[src/rtl/prbs_pkg.sv]
// Mode encodings, polynomial tap masks and width helpers shared by the PRBS transmit engine.
package prbs_pkg;

  typedef enum logic [1:0] {
    MODE_PRBS7  = 2'b00,
    MODE_PRBS13 = 2'b01,
    MODE_PRBS15 = 2'b10,
    MODE_PRBS31 = 2'b11
  } prbs_mode_e;

  localparam int LFSR_W = 31;
  localparam logic [LFSR_W-1:0] LFSR_SEED = '1;

  localparam int W_PRBS7  = 7;
  localparam int W_PRBS13 = 13;
  localparam int W_PRBS15 = 15;
  localparam int W_PRBS31 = 31;

  // Bit j of a mask taps s[j]; x^k of the polynomial maps to s[k-1].
  localparam logic [LFSR_W-1:0] TAPS_PRBS7  = 31'h0000_0060;
  localparam logic [LFSR_W-1:0] TAPS_PRBS13 = 31'h0000_1803;
  localparam logic [LFSR_W-1:0] TAPS_PRBS15 = 31'h0000_6000;
  localparam logic [LFSR_W-1:0] TAPS_PRBS31 = 31'h4800_0000;

  function automatic int mode_width(prbs_mode_e m);
    case (m)
      MODE_PRBS7:  return W_PRBS7;
      MODE_PRBS13: return W_PRBS13;
      MODE_PRBS15: return W_PRBS15;
      default:     return W_PRBS31;
    endcase
  endfunction

  function automatic logic [LFSR_W-1:0] mode_taps(prbs_mode_e m);
    case (m)
      MODE_PRBS7:  return TAPS_PRBS7;
      MODE_PRBS13: return TAPS_PRBS13;
      MODE_PRBS15: return TAPS_PRBS15;
      default:     return TAPS_PRBS31;
    endcase
  endfunction

  function automatic logic [LFSR_W-1:0] width_mask(prbs_mode_e m);
    return LFSR_SEED >> (LFSR_W - mode_width(m));
  endfunction

endpackage

[src/rtl/prbs_lfsr_multi.sv]
// Multi-polynomial Fibonacci LFSR with lock-up recovery; emits one (optionally inverted) bit per advance.
module prbs_lfsr_multi
  import prbs_pkg::*;
(
  input  logic       clk,
  input  logic       reset,
  input  logic [1:0] mode,
  input  logic       adv,
  input  logic       reload,
  input  logic       inj,
  output logic       out_bit
);

  logic [LFSR_W-1:0] lfsr_q, lfsr_d;
  logic [LFSR_W-1:0] tap_mask, act_mask;
  logic              fb;
  logic              locked;

  // Bits above the active width still shift but never reach the taps or the lock-up test.
  always_comb begin
    tap_mask = mode_taps(prbs_mode_e'(mode));
    act_mask = width_mask(prbs_mode_e'(mode));
    fb       = ^(lfsr_q & tap_mask);
    locked   = ((lfsr_q & act_mask) == '0);
    out_bit  = fb ^ inj;
    lfsr_d   = lfsr_q;
    if (reload) begin
      lfsr_d = LFSR_SEED;
    end else if (adv) begin
      lfsr_d = locked ? LFSR_SEED : {lfsr_q[LFSR_W-2:0], fb};
    end
  end

  // NOTE: state registers use non-blocking assignments so every flop samples pre-edge values.
  always_ff @(posedge clk or negedge reset) begin
    if (!reset) begin
      lfsr_q <= LFSR_SEED;
    end else begin
      lfsr_q <= lfsr_d;
    end
  end

endmodule

[src/rtl/prbs_tx_engine.sv]
// PRBS transmit engine: multi-mode LFSR, signed FIR pre-emphasis, valid/ready output,
// single-bit error injection and bit/error counters.
module prbs_tx_engine
  import prbs_pkg::*;
#(
  parameter int NTAPS = 3,
  parameter int TAP_W = 4,
  parameter int OUT_W = 13,
  parameter int CNT_W = 32
) (
  input  logic                   clk,
  input  logic                   reset,
  input  logic                   en,
  input  logic [1:0]             mode,
  input  logic [NTAPS*TAP_W-1:0] taps,
  input  logic                   load_taps,
  input  logic                   inj_err,
  input  logic                   out_ready,
  output logic                   out_valid,
  output logic [OUT_W-1:0]       out_data,
  output logic [CNT_W-1:0]       bit_count,
  output logic [CNT_W-1:0]       err_count
);

  localparam int FILL_W = $clog2(NTAPS + 1);
  localparam logic [FILL_W-1:0]      FILL_FULL = FILL_W'(NTAPS);
  localparam logic [FILL_W-1:0]      FILL_LAST = FILL_W'(NTAPS - 1);
  localparam logic [NTAPS*TAP_W-1:0] COEF_RST  = (NTAPS*TAP_W)'(1);

  if (OUT_W < TAP_W + $clog2(NTAPS) + 1) begin : g_out_w_check
    $error("prbs_tx_engine: OUT_W too narrow for TAP_W and NTAPS");
  end

  // Asynchronous assert, synchronous release of the internal reset.
  logic [1:0] rst_sync_q;
  logic       rst_n_int;

  always_ff @(posedge clk or negedge reset) begin
    if (!reset) begin
      rst_sync_q <= '0;
    end else begin
      rst_sync_q <= {rst_sync_q[0], 1'b1};
    end
  end

  assign rst_n_int = rst_sync_q[1];

  prbs_mode_e             mode_q, mode_d;
  logic [NTAPS*TAP_W-1:0] coef_q, coef_d;
  logic [NTAPS-1:0]       hist_q, hist_d, hist_shift;
  logic [FILL_W-1:0]      fill_q, fill_d;
  logic                   pending_q, pending_d;
  logic                   valid_q, valid_d;
  logic [OUT_W-1:0]       data_q, data_d;
  logic [CNT_W-1:0]       bit_cnt_q, bit_cnt_d;
  logic [CNT_W-1:0]       err_cnt_q, err_cnt_d;

  logic adv, mode_chg, lfsr_adv, inj_eff, new_bit;
  logic signed [OUT_W-1:0] sample, coef_ext;

  assign adv      = en && (!valid_q || out_ready);
  assign mode_chg = (mode != mode_q);
  assign lfsr_adv = adv && !mode_chg;
  assign inj_eff  = pending_q || inj_err;

  prbs_lfsr_multi u_lfsr (
    .clk     (clk),
    .reset   (rst_n_int),
    .mode    (mode_q),
    .adv     (lfsr_adv),
    .reload  (mode_chg),
    .inj     (inj_eff),
    .out_bit (new_bit)
  );

  // hist_shift[0] is the bit emitted on this advance, so c0 weights the newest symbol.
  assign hist_shift = (hist_q << 1) | NTAPS'(new_bit);

  always_comb begin
    sample   = '0;
    coef_ext = '0;
    for (int k = 0; k < NTAPS; k++) begin
      coef_ext = {{(OUT_W-TAP_W){coef_q[k*TAP_W+TAP_W-1]}}, coef_q[k*TAP_W +: TAP_W]};
      if (hist_shift[k]) sample = sample + coef_ext;
      else               sample = sample - coef_ext;
    end
  end

  // NOTE: every next-state value defaults to its register first, so no path can infer a latch.
  always_comb begin
    mode_d    = mode_q;
    coef_d    = coef_q;
    hist_d    = hist_q;
    fill_d    = fill_q;
    pending_d = pending_q;
    valid_d   = valid_q;
    data_d    = data_q;
    bit_cnt_d = bit_cnt_q;
    err_cnt_d = err_cnt_q;

    if (load_taps) coef_d = taps;

    if (mode_chg) begin
      mode_d    = prbs_mode_e'(mode);
      fill_d    = '0;
      valid_d   = 1'b0;
      bit_cnt_d = '0;
      pending_d = 1'b0;
    end else if (adv) begin
      hist_d    = hist_shift;
      pending_d = 1'b0;
      bit_cnt_d = bit_cnt_q + 1'b1;
      if (inj_eff) err_cnt_d = err_cnt_q + 1'b1;
      if (fill_q != FILL_FULL) fill_d = fill_q + 1'b1;
      if (fill_q >= FILL_LAST) begin
        valid_d = 1'b1;
        data_d  = sample;
      end
    end else begin
      pending_d = inj_eff;
    end
  end

  // NOTE: the symbol history and coefficients are plain registers and are reset like all other state.
  always_ff @(posedge clk or negedge rst_n_int) begin
    if (!rst_n_int) begin
      mode_q    <= MODE_PRBS7;
      coef_q    <= COEF_RST;
      hist_q    <= '0;
      fill_q    <= '0;
      pending_q <= 1'b0;
      valid_q   <= 1'b0;
      data_q    <= '0;
      bit_cnt_q <= '0;
      err_cnt_q <= '0;
    end else begin
      mode_q    <= mode_d;
      coef_q    <= coef_d;
      hist_q    <= hist_d;
      fill_q    <= fill_d;
      pending_q <= pending_d;
      valid_q   <= valid_d;
      data_q    <= data_d;
      bit_cnt_q <= bit_cnt_d;
      err_cnt_q <= err_cnt_d;
    end
  end

  assign out_valid = valid_q;
  assign out_data  = data_q;
  assign bit_count = bit_cnt_q;
  assign err_count = err_cnt_q;

endmodule

[config.mk]
export PLATFORM = sky130hd
export DESIGN_NAME = prbs_tx_engine
export DESIGN_NICKNAME = d
export VERILOG_FILES = /design/src/rtl/prbs_pkg.sv /design/src/rtl/prbs_lfsr_multi.sv /design/src/rtl/prbs_tx_engine.sv
export SDC_FILE = /design/constraint.sdc
export NUM_CORES = 1
export LEC_CHECK = 0
export ABC_AREA = 1
export CAP_MARGIN = 25
export CORE_ASPECT_RATIO = 1.1
export CORE_MARGIN = 5
export CORE_UTILIZATION = 55
export CTS_BUF_LIST = sky130_fd_sc_hd__clkbuf_16
export DETAILED_ROUTE_END_ITERATION = 16
export DONT_BUFFER_PORTS = 1
export PLACE_DENSITY = 0.77
export SYNTH_ARGS = -nofsm -noshare
export SYNTH_HDL_FRONTEND = slang
export SYNTH_SLANG_ARGS = --single-unit
[constraint.sdc]
create_clock -name clk -period 9.4 [get_ports clk]
set_clock_uncertainty 0.05 [all_clocks]
set_input_delay 0.94 -clock clk [delete_from_list [all_inputs] [get_ports clk]]
set_output_delay 0.94 -clock clk [all_outputs]
set_load 0.1 [all_outputs]
==> flow_metrics.tcl <==
set metrics [dict create \
    outcome "complete, no violations" \
    drt-initial-drc-count 397 \
    globalRoute.totalOverflow 0 \
    routedWlPerCell_um 14.8 \
    reg2reg_depth 34 \
    peakVddDrop_mv 0.147 \
    initial_core_util_pct 55.6 \
    grt_util_met2_pct 34.8 \
    post_synth_and_or_nand_nor_area_fraction_pct 25.5 \
    dieHeight_um 134 \
    use_met3_pct 7.30 \
    cts_sinks 130 \
    syn_area_per_cell_um2 8.21 \
    finalHoldViolations 0 \
    powerDensity_nw_per_um2 272 \
    clk_pin_slew_worst_paths_ns 0.06 \
    period_share_pct 52.2 \
    synth.most_common_cell "nand2_1" \
    slew_headroom_pct 27.4 \
    grt_max_degree 74 \
    drt_drc_violations_left 0 \
    maxCapViolCount 0 \
    post_cts_resized 0 \
    busiest_layer "met2" \
    ant_nets 0 \
    synth_top_family_by_area "simple AND/OR/NAND/NOR gates" \
    place_ws_ns 4.26 \
    yosysUniqueCellTypes 50 \
    cts_root_buf "clkbuf_16" \
    ys_ff_latch 130 \
    fin_crit_ns 4.90 \
    ff2ff_setup_slack_ns 4.50 \
    ctsHoldBuffers 0 \
    dp_hpwl_um 12200 \
    rows 45 \
    ys_warn_count 0 \
    synth_mux_area_share_pct 0 \
    synthAdderAreaFrac_pct 5.11 \
    slowest_stage "dfstp_2" \
    clk_path_buf_depth 2 \
    cts_setup_buffers 0 \
    synthXorXnorAreaFrac_pct 6.29 \
    tightest_slew_ns 1.09 \
    track_usage_pct 21.4 \
    fin_nets 985 \
    worstPathMaxFanout 4 \
    num_io_pins 98 \
    clk_latency_ns 0.41 \
    detailedRoute.firstPassIterationCount 5 \
    layout.area.seq_um2 3300 \
    htreeDepth 4 \
    die_area_um2 16300 \
    yosys-top-cells-count "nand2_1 (165), inv_1 (155), dfrtp_1 (98), nor2_1 (68), o21ai_0 (57)" \
    final.setup.tns_ns 0 \
    gp_congestion 0.910 \
    worstPathRequired_ns 9.65 \
    cp-start-kind "register" \
    synthArstFlopShare_pct 100 \
    routed_wl_um 16800 \
    syn2layout_area_growth_pct 10.2 \
    max_freq_ghz 0.204 \
    worstPathArrival_ns 5.16 \
    cts_buffers 17 \
    drive_above_1_share_pct 12.8 \
    end_kind "register" \
    synth-edff-count 0 \
    cts_tree "done" \
    diodes 0 \
    synth_top_area_share_pct 32.1 \
    hp-class "in -> async" \
    multiInputGateArea_um2 3670 \
    io_buffers 0 \
    rsz0062_at_grt "no" \
    ys_top_cells_by_area "dfrtp_1 (32%), dfstp_2 (11%), nand2_1 (8.1%), inv_1 (7.6%), ha_1 (4.6%)" \
    synth_compound_area_share_pct 11.2 \
    nFillCells 1226 \
    cpPeakStageDelay_ns 0.56 \
    synth_area_leader_cell "dfrtp_1" \
    syn-cell-area_um2 7630 \
    grt_pass1_vias 6179 \
    ys_seq_area_share_pct 43.1 \
    finalMaxSlewViolations 0 \
    use_met1_pct 26.5 \
    setup_violations 0 \
    core-area_um2 13700 \
    grt_pass1_wl_um 28500 \
    setup_slack_ns 4.50 \
    syn-num-nets 980 \
    p_leak_nw 3.90 \
    crit_top_cell "nand2_1" \
    num_vias 6248 \
    reg2reg_from "u_lfsr.lfsr_q[6]" \
    reg2reg_to "out_data[12]" \
    critical_path_class "reg -> reg" \
    fp.dieW_um 122 \
    antenna_found_initial 0 \
    viasPerCell 5.50 \
    synth_cells 930 \
    synth-main-ff-cell "dfrtp_1" \
]
worst max-delay path, delay by kind of cell, from the launching register on:
| family | cells | cell delay (ns) |
|---|---|---|
| xor gates and xnor gates | 1 | 0.14 |
| and+or+nand+nor | 23 | 2.38 |
| buffers and inverters | 4 | 0.28 |
| AOI/OAI and AO/OA | 4 | 0.69 |
| adders and majority gates | 2 | 0.69 |
| DFF | 1 | 0.56 |
layout by cell type (no fill, tap or decap), types with 3 or more instances in the layout:
master     synthesis  routed
a211oi_1           3       3
a21oi_1           41      41
a31oi_1            4       4
bufinv_16          0       3
clkbuf_16          0      17
clkinv_1           0       4
clkinv_2           1       4
dfrtp_1           98      97
dfstp_2           32      32
ha_1              28      28
inv_1            155     155
inv_2              3       3
nand2_1          165     165
nand2_2            8       8
nand2_4            3       3
nand3_1           42      42
nand3_2           16      16
nand3b_1           5       5
nand4_1           17      17
nor2_1            68      68
nor2_2             5       5
nor2_4             4       4
nor3_1            26      26
nor3_2             6       6
nor4_1            12      12
o21ai_0           57      56
o21ai_1            2       3
o22ai_1           30      30
o31ai_1            5       5
or2_2              3       3
xnor2_1           15      15
xor2_1            38      38
worst max path at each step:
stage,startpoint,endpoint,slack [ns]
final,u_lfsr.lfsr_q[6],out_data[12],4.50
after global routing,mode_q[1],out_data[12],3.91
after CTS,u_lfsr.lfsr_q[6],out_data[12],4.50
after detailed placement,inj_err,out_data[12],4.26
after global placement,inj_err,out_data[11],4.43
after floorplan,inj_err,out_data[11],4.76
cell type report:
cell class                      instances  area share (%)
Clock inverter                         15            1.96
Timing Repair Buffer                    2           0.179
Sequential cell                       130            39.2
Tap cell                              188            2.80
Clock buffer                           17            5.06
Inverter                              159            7.11
Multi-Input combinational cell        625            43.7
flip-flops by register name, summed over array words and instances (netlist names):
signal	flops
bit_count	32
err_count	32
u_lfsr.lfsr_q	31
out_data	13
coef_q	12
fill_q	2
hist_q	2
mode_q	2
rst_sync_q	2
out_valid	1
pending_q	1
power by group:
group / leakage, nW / internal, mW / total (mW) / switching (mW)
clock network: 0.289 / 0.415 / 0.667 / 0.252
logic: 1.99 / 0.275 / 0.723 / 0.448
registers: 1.62 / 0.598 / 0.901 / 0.303
total: 3.90 / 1.29 / 2.29 / 1.00
layer usage:
layer	vias to the layer above	wire, µm
met2	186	8080
met4	0	297
met3	28	1180
met1	2954	7230
met5	-	0
li1	3080	-
cells by family after synthesis:
kind of cell	after synthesis
XOR/XNOR	54
AND/OR/NAND/NOR	389
flip-flops	130
other	1
adder cells (fa/ha/maj)	30
buffers and inverters	175
AO/OA/AOI/OAI	151
through the flow:
stage	power (mW)	cells	cell area [µm²]	utilization, %	hold slack (ns)
floorplan	1.48	930	7630	-	0.281
global placement	1.60	1104	7820	56.9	0.288
detailed placement	1.62	1104	7820	56.9	0.290
CTS	2.30	1136	8410	61.2	0.152
global route	2.44	1136	8410	61.2	0.144
finish	2.29	1136	8410	61.2	0.170
Note: power is estimated with default switching activity, not from simulation.
